--- config.mk ---
export PLATFORM = sky130hd
export DESIGN_NAME = stream_hsmooth
export DESIGN_NICKNAME = d
export VERILOG_FILES = /design/src/rtl/stream_hsmooth.sv
export SDC_FILE = /design/constraint.sdc
export NUM_CORES = 1
export LEC_CHECK = 0
export ABC_AREA = 1
export CAP_MARGIN = 20
export CELL_PAD_IN_SITES_DETAIL_PLACEMENT = 0
export CELL_PAD_IN_SITES_GLOBAL_PLACEMENT = 1
export CORE_ASPECT_RATIO = 0.7
export CORE_MARGIN = 1.5
export CORE_UTILIZATION = 43
export DETAILED_ROUTE_END_ITERATION = 12
export PLACE_DENSITY_LB_ADDON = 0.1
export SYNTH_ARGS = -nofsm -noshare
export SYNTH_HDL_FRONTEND = slang
export SYNTH_SLANG_ARGS = --single-unit
--- constraint.sdc ---
create_clock -name clk -period 3.4 [get_ports clk]
set_input_delay 0.68 -clock clk [delete_from_list [all_inputs] [get_ports clk]]
set_output_delay 0.68 -clock clk [all_outputs]
set_load 0.02 [all_outputs]
--- src/rtl/stream_hsmooth.sv ---
// Avalon-ST video stage: 3-tap [1 2 1]/4 horizontal smoothing of RGB pixels in video packets.
// Optional STREAM_HSMOOTH_MODE_EN adds a 'mode' input; mode=0 bypasses the filter per pixel.
module stream_hsmooth #(
  parameter logic [10:0] IMAGE_W    = 11'd640,
  parameter int unsigned DATA_WIDTH = 24
) (
`ifdef STREAM_HSMOOTH_MODE_EN
  input  logic                  mode,
`endif
  input  logic                  clk,
  input  logic                  reset,
  input  logic [DATA_WIDTH-1:0] sink_data,
  input  logic                  sink_valid,
  output logic                  sink_ready,
  input  logic                  sink_sop,
  input  logic                  sink_eop,
  output logic [DATA_WIDTH-1:0] source_data,
  output logic                  source_valid,
  input  logic                  source_ready,
  output logic                  source_sop,
  output logic                  source_eop,
  output logic [15:0]           frame_count
);

  localparam int unsigned XW = 11;
  localparam int unsigned CW = 8;
  localparam int unsigned FW = 16;

  typedef enum logic [2:0] {IDLE, PASS, FILL, RUN, DRAIN} state_e;

  state_e                state_q;
  logic [DATA_WIDTH-1:0] l_q;
  logic [DATA_WIDTH-1:0] c_q;
  logic [DATA_WIDTH-1:0] out_data_q;
  logic                  out_valid_q;
  logic                  out_sop_q;
  logic                  out_eop_q;
  logic [XW-1:0]         x_q;
  logic [FW-1:0]         frame_q;

  logic                  at_edge;
  logic                  out_free;
  logic                  accept;
  logic                  filt_en;
  logic [DATA_WIDTH-1:0] r_pix;
  logic [DATA_WIDTH-1:0] run_pix_d;
  logic [DATA_WIDTH-1:0] drain_pix_d;

  // One channel of (L + 2C + R + 2) >> 2; 10 bits cannot overflow for 8-bit inputs.
  function automatic logic [CW-1:0] tap3(input logic [CW-1:0] l, input logic [CW-1:0] c,
                                         input logic [CW-1:0] r);
    logic [9:0] sum;
    sum = 10'(l) + 10'({c, 1'b0}) + 10'(r) + 10'd2;
    return sum[9:2];
  endfunction

  function automatic logic [23:0] filt(input logic [23:0] l, input logic [23:0] c,
                                       input logic [23:0] r);
    return {tap3(l[23:16], c[23:16], r[23:16]),
            tap3(l[15:8],  c[15:8],  r[15:8]),
            tap3(l[7:0],   c[7:0],   r[7:0])};
  endfunction

`ifdef STREAM_HSMOOTH_MODE_EN
  assign filt_en = mode;
`else
  assign filt_en = 1'b1;
`endif

  // Right neighbour is replicated when the held pixel closes a line.
  assign at_edge     = (x_q == IMAGE_W - 11'd1);
  assign r_pix       = at_edge ? c_q : sink_data;
  assign run_pix_d   = filt_en ? filt(l_q, c_q, r_pix) : c_q;
  assign drain_pix_d = filt_en ? filt(l_q, c_q, c_q) : c_q;

  assign out_free   = ~out_valid_q | source_ready;
  assign sink_ready = out_free & (state_q != DRAIN);
  assign accept     = sink_valid & sink_ready;

  assign source_data  = out_data_q;
  assign source_valid = out_valid_q;
  assign source_sop   = out_sop_q;
  assign source_eop   = out_eop_q;
  assign frame_count  = frame_q;

  always_ff @(posedge clk) begin
    if (reset) begin
      state_q     <= IDLE;
      l_q         <= '0;
      c_q         <= '0;
      x_q         <= '0;
      out_data_q  <= '0;
      out_valid_q <= 1'b0;
      out_sop_q   <= 1'b0;
      out_eop_q   <= 1'b0;
      frame_q     <= '0;
    end else begin
      if (source_ready) out_valid_q <= 1'b0;
      if (accept) begin
        if (sink_sop) begin
          // Any sop restarts packet parsing; a pending pixel is silently dropped.
          out_valid_q <= 1'b1;
          out_data_q  <= sink_data;
          out_sop_q   <= 1'b1;
          out_eop_q   <= sink_eop;
          x_q         <= '0;
          if (sink_eop)                  state_q <= IDLE;
          else if (sink_data[3:0] == 4'h0) state_q <= FILL;
          else                           state_q <= PASS;
        end else begin
          case (state_q)
            FILL: begin
              l_q     <= sink_data;
              c_q     <= sink_data;
              x_q     <= '0;
              state_q <= sink_eop ? DRAIN : RUN;
            end
            RUN: begin
              out_valid_q <= 1'b1;
              out_data_q  <= run_pix_d;
              out_sop_q   <= 1'b0;
              out_eop_q   <= 1'b0;
              c_q         <= sink_data;
              if (at_edge) begin
                l_q <= sink_data;
                x_q <= '0;
              end else begin
                l_q <= c_q;
                x_q <= x_q + 11'd1;
              end
              if (sink_eop) state_q <= DRAIN;
            end
            default: begin
              out_valid_q <= 1'b1;
              out_data_q  <= sink_data;
              out_sop_q   <= 1'b0;
              out_eop_q   <= sink_eop;
              if (sink_eop) state_q <= IDLE;
            end
          endcase
        end
      end else if (state_q == DRAIN && out_free) begin
        out_valid_q <= 1'b1;
        out_data_q  <= drain_pix_d;
        out_sop_q   <= 1'b0;
        out_eop_q   <= 1'b1;
        frame_q     <= frame_q + 16'd1;
        state_q     <= IDLE;
      end
    end
  end

endmodule

---- After elaboration in Yosys (flattened, before gate mapping) ----
Cells that the tools add are included.
cells by class
  equality and inequality tests ........... 8
  bitwise gates (word level) .............. 6
  $add $sub $neg .......................... 17
  reduce and logical (&&, ||, !) cells .... 12
  muxes and demuxes ....................... 32
operator list
  operator                                                                  number
  24-bit 2-to-1 mux                                                         5
  24-bit case mux with 2 select lines                                       2
  10-bit by 2-bit adder with 10-bit output (second input constant)          6
  10-bit by 8-bit adder with 10-bit output                                  6
  8-bit by 9-bit adder with 10-bit output                                   3
  11-bit 2-to-1 mux                                                         2
  11-bit case mux with 2 select lines                                       1
  3-bit 2-to-1 mux                                                          6
  16-bit by 1-bit adder with 16-bit output (second input constant)          1
  1-bit 2-to-1 mux                                                          12
  11-bit by 1-bit adder with 11-bit output (second input constant)          1
  11-bit by 10-bit equality test with 1-bit output (second input constant)  1
  3-bit AND reduction                                                       3
  3-bit by 2-bit equality test with 1-bit output (second input constant)    2
  3-bit inequality test (second input constant)                             2
  3-bit case mux with 2 select lines                                        1
  2-bit AND reduction                                                       3
  4-bit zero test                                                           1
  2-bit 2-to-1 mux                                                          2
  4-bit by 3-bit inequality test with 1-bit output (second input constant)  1
  4-bit inequality test (second input constant)                             1
  2-bit nonzero test                                                        2
  3-bit equality test (second input constant)                               1
  1-bit inverter                                                            3
  6 further kinds                                                           7
storage, ports and cells
  register bits after elaboration ......... 105
  input bits .............................. 30
  output and inout port bits .............. 44

---- Longest topological paths before layout ----
  word-level depth ........................ 7
  mapped depth ............................ 22

---- Worst setup path after synthesis ----
Ideal clock, no wire load.
  path kind ............................... reg2reg
  from .................................... register x_q[0]
  to ...................................... register out_data_q[21] (netlist: source_data[21])
  path slack .............................. 0.395 ns
  clock period less this slack ............ 3.005 ns
  path buffers ............................ 1
  data arrival time ....................... 2.883 ns
  library setup time ...................... 0.122 ns
  stages on the path, launching flop included .. 20
  data required time ...................... 3.278 ns
  path through ............................ dfxtp_1 -> ha_1 -> nand3_2 -> nor2_2 -> nand2_2 -> inv_1 -> clkbuf_1 -> nand2_1 -> o21ai_0 -> ha_1 -> fa_1 -> nand3_1 -> nand2_1 -> nand2_1 -> nand2_1 -> a21oi_1 -> or2_2 -> nand3_1 -> o211ai_1 -> a21oi_1
between the ends
  cells in the longest elaborated chain, start to end .. 7
ends and longest elaborated chain
  element                                           RTL line  source
  start: declaration                                38        logic [XW-1:0] x_q;
  start signal: assignment                          129       x_q <= x_q + 11'd1;
  11-bit by 10-bit equality test with 1-bit output  71        assign at_edge = (x_q == IMAGE_W - 11'd1);
  24-bit 2-to-1 mux                                 72        assign r_pix = at_edge ? c_q : sink_data;
  10-bit by 8-bit adder with 10-bit output          53        sum = 10'(l) + 10'({c, 1'b0}) + 10'(r) + 10'd2;
  10-bit by 2-bit adder with 10-bit output          53
  24-bit case mux with 2 select lines               111       case (state_q)
  24-bit 2-to-1 mux                                 100       if (sink_sop) begin
  24-bit 2-to-1 mux                                 99        if (accept) begin
  end signal: assignment                            103       out_data_q <= sink_data;
  end signal: assignment                            120       out_data_q <= run_pix_d;
  end signal: assignment                            135       out_data_q <= sink_data;
  end: declaration                                  34        logic [DATA_WIDTH-1:0] out_data_q;
No other way between the ends.
A chain may end at the register's enable or synchronous reset.

---- Worst setup path in the final report ----
  from .................................... register l_q[1]
  to ...................................... register out_data_q[6] (netlist: source_data[6])
between the ends
  cells in the longest elaborated chain, start to end .. 6
  elaborated cells between the ends (all ways) .. 9
  those cells by class .................... add/sub (5); mux (4)
ends and longest elaborated chain
  element                                      RTL line  source
  start: declaration                           32        logic [DATA_WIDTH-1:0] l_q;
  start signal: assignment                     113       l_q <= sink_data;
  start signal: assignment                     125       l_q <= sink_data;
  start signal: assignment                     128       l_q <= c_q;
  8-bit by 9-bit adder with 10-bit output (*)  53
  10-bit by 8-bit adder with 10-bit output     53
  10-bit by 2-bit adder with 10-bit output     53
  24-bit case mux with 2 select lines          111
  24-bit 2-to-1 mux                            100
  24-bit 2-to-1 mux (*)                        99
Every way passes the cells marked *; elsewhere a longest branch is shown, timed or not. The select of a mux whose other input is x is not followed.

==> metrics.txt <==
Final Hold Viols 0; CP Cell Sequence ha_1 > fa_1 > nand3_1 > nand2_1 > a21oi_1 > o21ai_0 > xnor2_1 > inv_1 > ha_1 > ha_4 > inv_1 > nor3_1 > nand2_1 > o211ai_1 > xor2_1 > a21oi_1 > a21oi_1; critical path class register to register; Final Wtd Congestion 0.910; Seq/Total Area, Yosys approximately a quarter; I/O pin cnt 74; Buffers on Ports 73; CP max FO 5; post-route DRC violation count 0; critical path buffer and inverter count 2; DP Worst Slack 0.0670 ns; Mapped Area between 8000 and 9000 sq um; Post-synth EDFFs 0; routed length per instance 15.3 microns; WHS Path Cells 2; Seq cells post-synth 105; max-capacitance violation count 0; Least-Margin Pin Slew 0.797 ns; Clock Latency Late Sink 0.38 ns; Setup TNS 0 ns; GRT Total Usage a little under a quarter; Synth area leaders dfxtp_1 (25%), ha_1 (16%), a21oi_1 (10%); Yosys top cell area share 24.9%; Leakage roughly 4.5 nW; CP Launch Type register; vias in the first global route 7171; reg2reg path depth 17; CTS Hold Bufs 0; Die Wd 170 microns; cell row count 42; worst r2r src l_q[1]; CP peak stage delay roughly 0.4 ns; Req. time, crit path approximately 3.7 ns; worst setup margin 0.256 ns; Distinct cells, synth 45; height of the die 120 microns; Tcrit/Tclk final just over 90%; clk sinks around 110; via count roughly 8000; CTS tree built; Worst path slowest cell fa_1; share of post-route cells with drive strength above 1 8.82%; # diodes 0; Reg2Reg Setup Slack 0.26 ns; clk slew on worst S/H paths 0.10 ns; clk_skew 0.0154 ns; Core Area approximately 19000 sq um; synth warn 0; Yosys top cell by area dfxtp_1; area grow syn2layout 18.4%; H-tree Lvls 3; router iterations before antenna repair 5; Fillers 1909; CP endpoint kind register; Syn Nets ~1400; Post-synth ARST share 0%; cts bufs inserted 9; clock buffer depth 2; status complete, no violations; most frequent cells in the layout nand2_1 (199), a21oi_1 (171), inv_1 (152), ha_1 (100), dfxtp_1 (100); initial drt markers 494; Worst Hold Class register to register; crit path DAT 3.44 ns; Synth Flop Type dfxtp_1; Overflow after GRT 0; count of pins over their slew limit 0; Period minus WS final 3.14 ns; Post-Syn Instances around 1200; via/cell ratio 5.20; family with the most delay on the worst path adder cells; Nets 1422; Fmax 318 MHz; remaining antenna violation count 0; initial antenna violation count 0; worst rel slew slack roughly 47%; initial core utilization 44.3%; hold path start source_sop; Mapped Avg Cell Area 6.99 sq um; Top cell by count, worst path a21oi_1; total wire length 23600 microns; worst vdd ir 208 uV; Critical R2R Capture source_data[6]; clk root buf clkbuf_16; first-pass GRT wire length between 30000 and 40000 microns; largest net degree at the start of global routing 54; most common cell after layout, fill and taps aside nand2_1; die area 20500 sq um; Overall Power 3.07 mW; Power per Cell Area between 300 and 400 nW/um^2; Post-DP HPWL 17600 microns; Hold Path End source_sop; Setup-failing EPs final 0
-- cells by family (layout without fill, tap and decap cells) --
group	Yosys count	count (layout)	synth area share, %
xor gates and xnor gates	41	41	4.26
buffers and inverters	203	278	9.50
and+or+nand+nor	391	391	21.0
DFF	105	105	24.9
adders and majority gates	116	116	18.0
AOI/OAI and AO/OA	350	350	22.3
-- where the power goes --
group / internal, mW / switching, mW
Sequential: 1.28 / 0.0368
Clock: 0.541 / 0.614
Combinational: 0.235 / 0.362
-- through the flow --
step,hold WS (ns),util (%),area (sq um),std cells
after global routing,0.495,52.4,9980,1545
after global placement,0.459,50.0,9510,1527
after detailed placement,0.460,50.0,9510,1527
final,0.473,52.4,9980,1545
after floorplan,0.450,-,8430,1206
after CTS,0.477,51.7,9830,1543
-- how the worst max path moves through the flow --
stage,cells past startpoint,startpoint,end
after floorplan,19,x_q[0],source_data[21]
after global placement,17,sink_data[17],source_data[21]
after detailed placement,17,sink_data[17],source_data[21]
after CTS,17,c_q[16],source_data[22]
after global routing,18,c_q[8],source_data[15]
final,17,l_q[1],source_data[6]
-- cell type report --
type | count | area, sq um | area share [%]
Sequential cell | 105 | 2110 | 21.1
Timing Repair Buffer | 101 | 965 | 9.67
Tap cell | 264 | 330 | 3.31
Multi-Input combinational cell | 898 | 5640 | 56.6
Clock inverter | 7 | 96.3 | 0.966
Clock buffer | 9 | 225 | 2.26
Inverter | 161 | 609 | 6.11
-- registers in the layout (all words and copies together), names as in the netlist --
signal	count
x_q	11
l_q	24
source_sop	1
state_q	3
source_eop	1
source_valid	1
source_data	24
frame_count	16
c_q	24
-- per-layer routing --
metal | wire [microns] | track usage (%) | vias up | part of all wire [%]
li1 | - | - | 4212 | -
met1 | 12500 | 35.2 | 3596 | 53
met2 | 9410 | 34.0 | 200 | 40
met3 | 1290 | 3.89 | 30 | 5.4
met4 | 396 | 5.48 | 0 | 1.7
met5 | 0 | 0 | - | 0
-- synth_stat cells, types with 3 or more instances --
library cell	number
a31oi_1	6
o21bai_1	3
o21ai_0	88
nor2_1	86
nor2_4	7
nand3_2	3
nor2_2	4
fa_1	9
clkbuf_1	25
nand4_1	11
inv_1	152
a21oi_1	174
dfxtp_1	105
nor3_1	11
buf_4	3
ha_1	107
inv_2	7
o21ai_1	28
xnor2_1	8
or2_2	5
nand2_1	201
and3_1	3
o211ai_1	22
nand2_2	5
xor2_1	33
nand3_1	46
buf_2	12
a211oi_1	5
o22ai_1	16
-- worst min-delay path, cell delays in order, from the launching register on --
cell and delay (ns):
dfxtp_1 0.32, nand2_1 0.06, a21oi_1 0.05
-- what timing repair did --
action | 4_1_cts | 5_1_grt
gates resized for setup | 0 | 31
hold endpoints to repair | 0 | 0
endpoints found under the setup margin | 0 | 11
setup buffers | 0 | 2
Power figures use the tool's default switching activity.
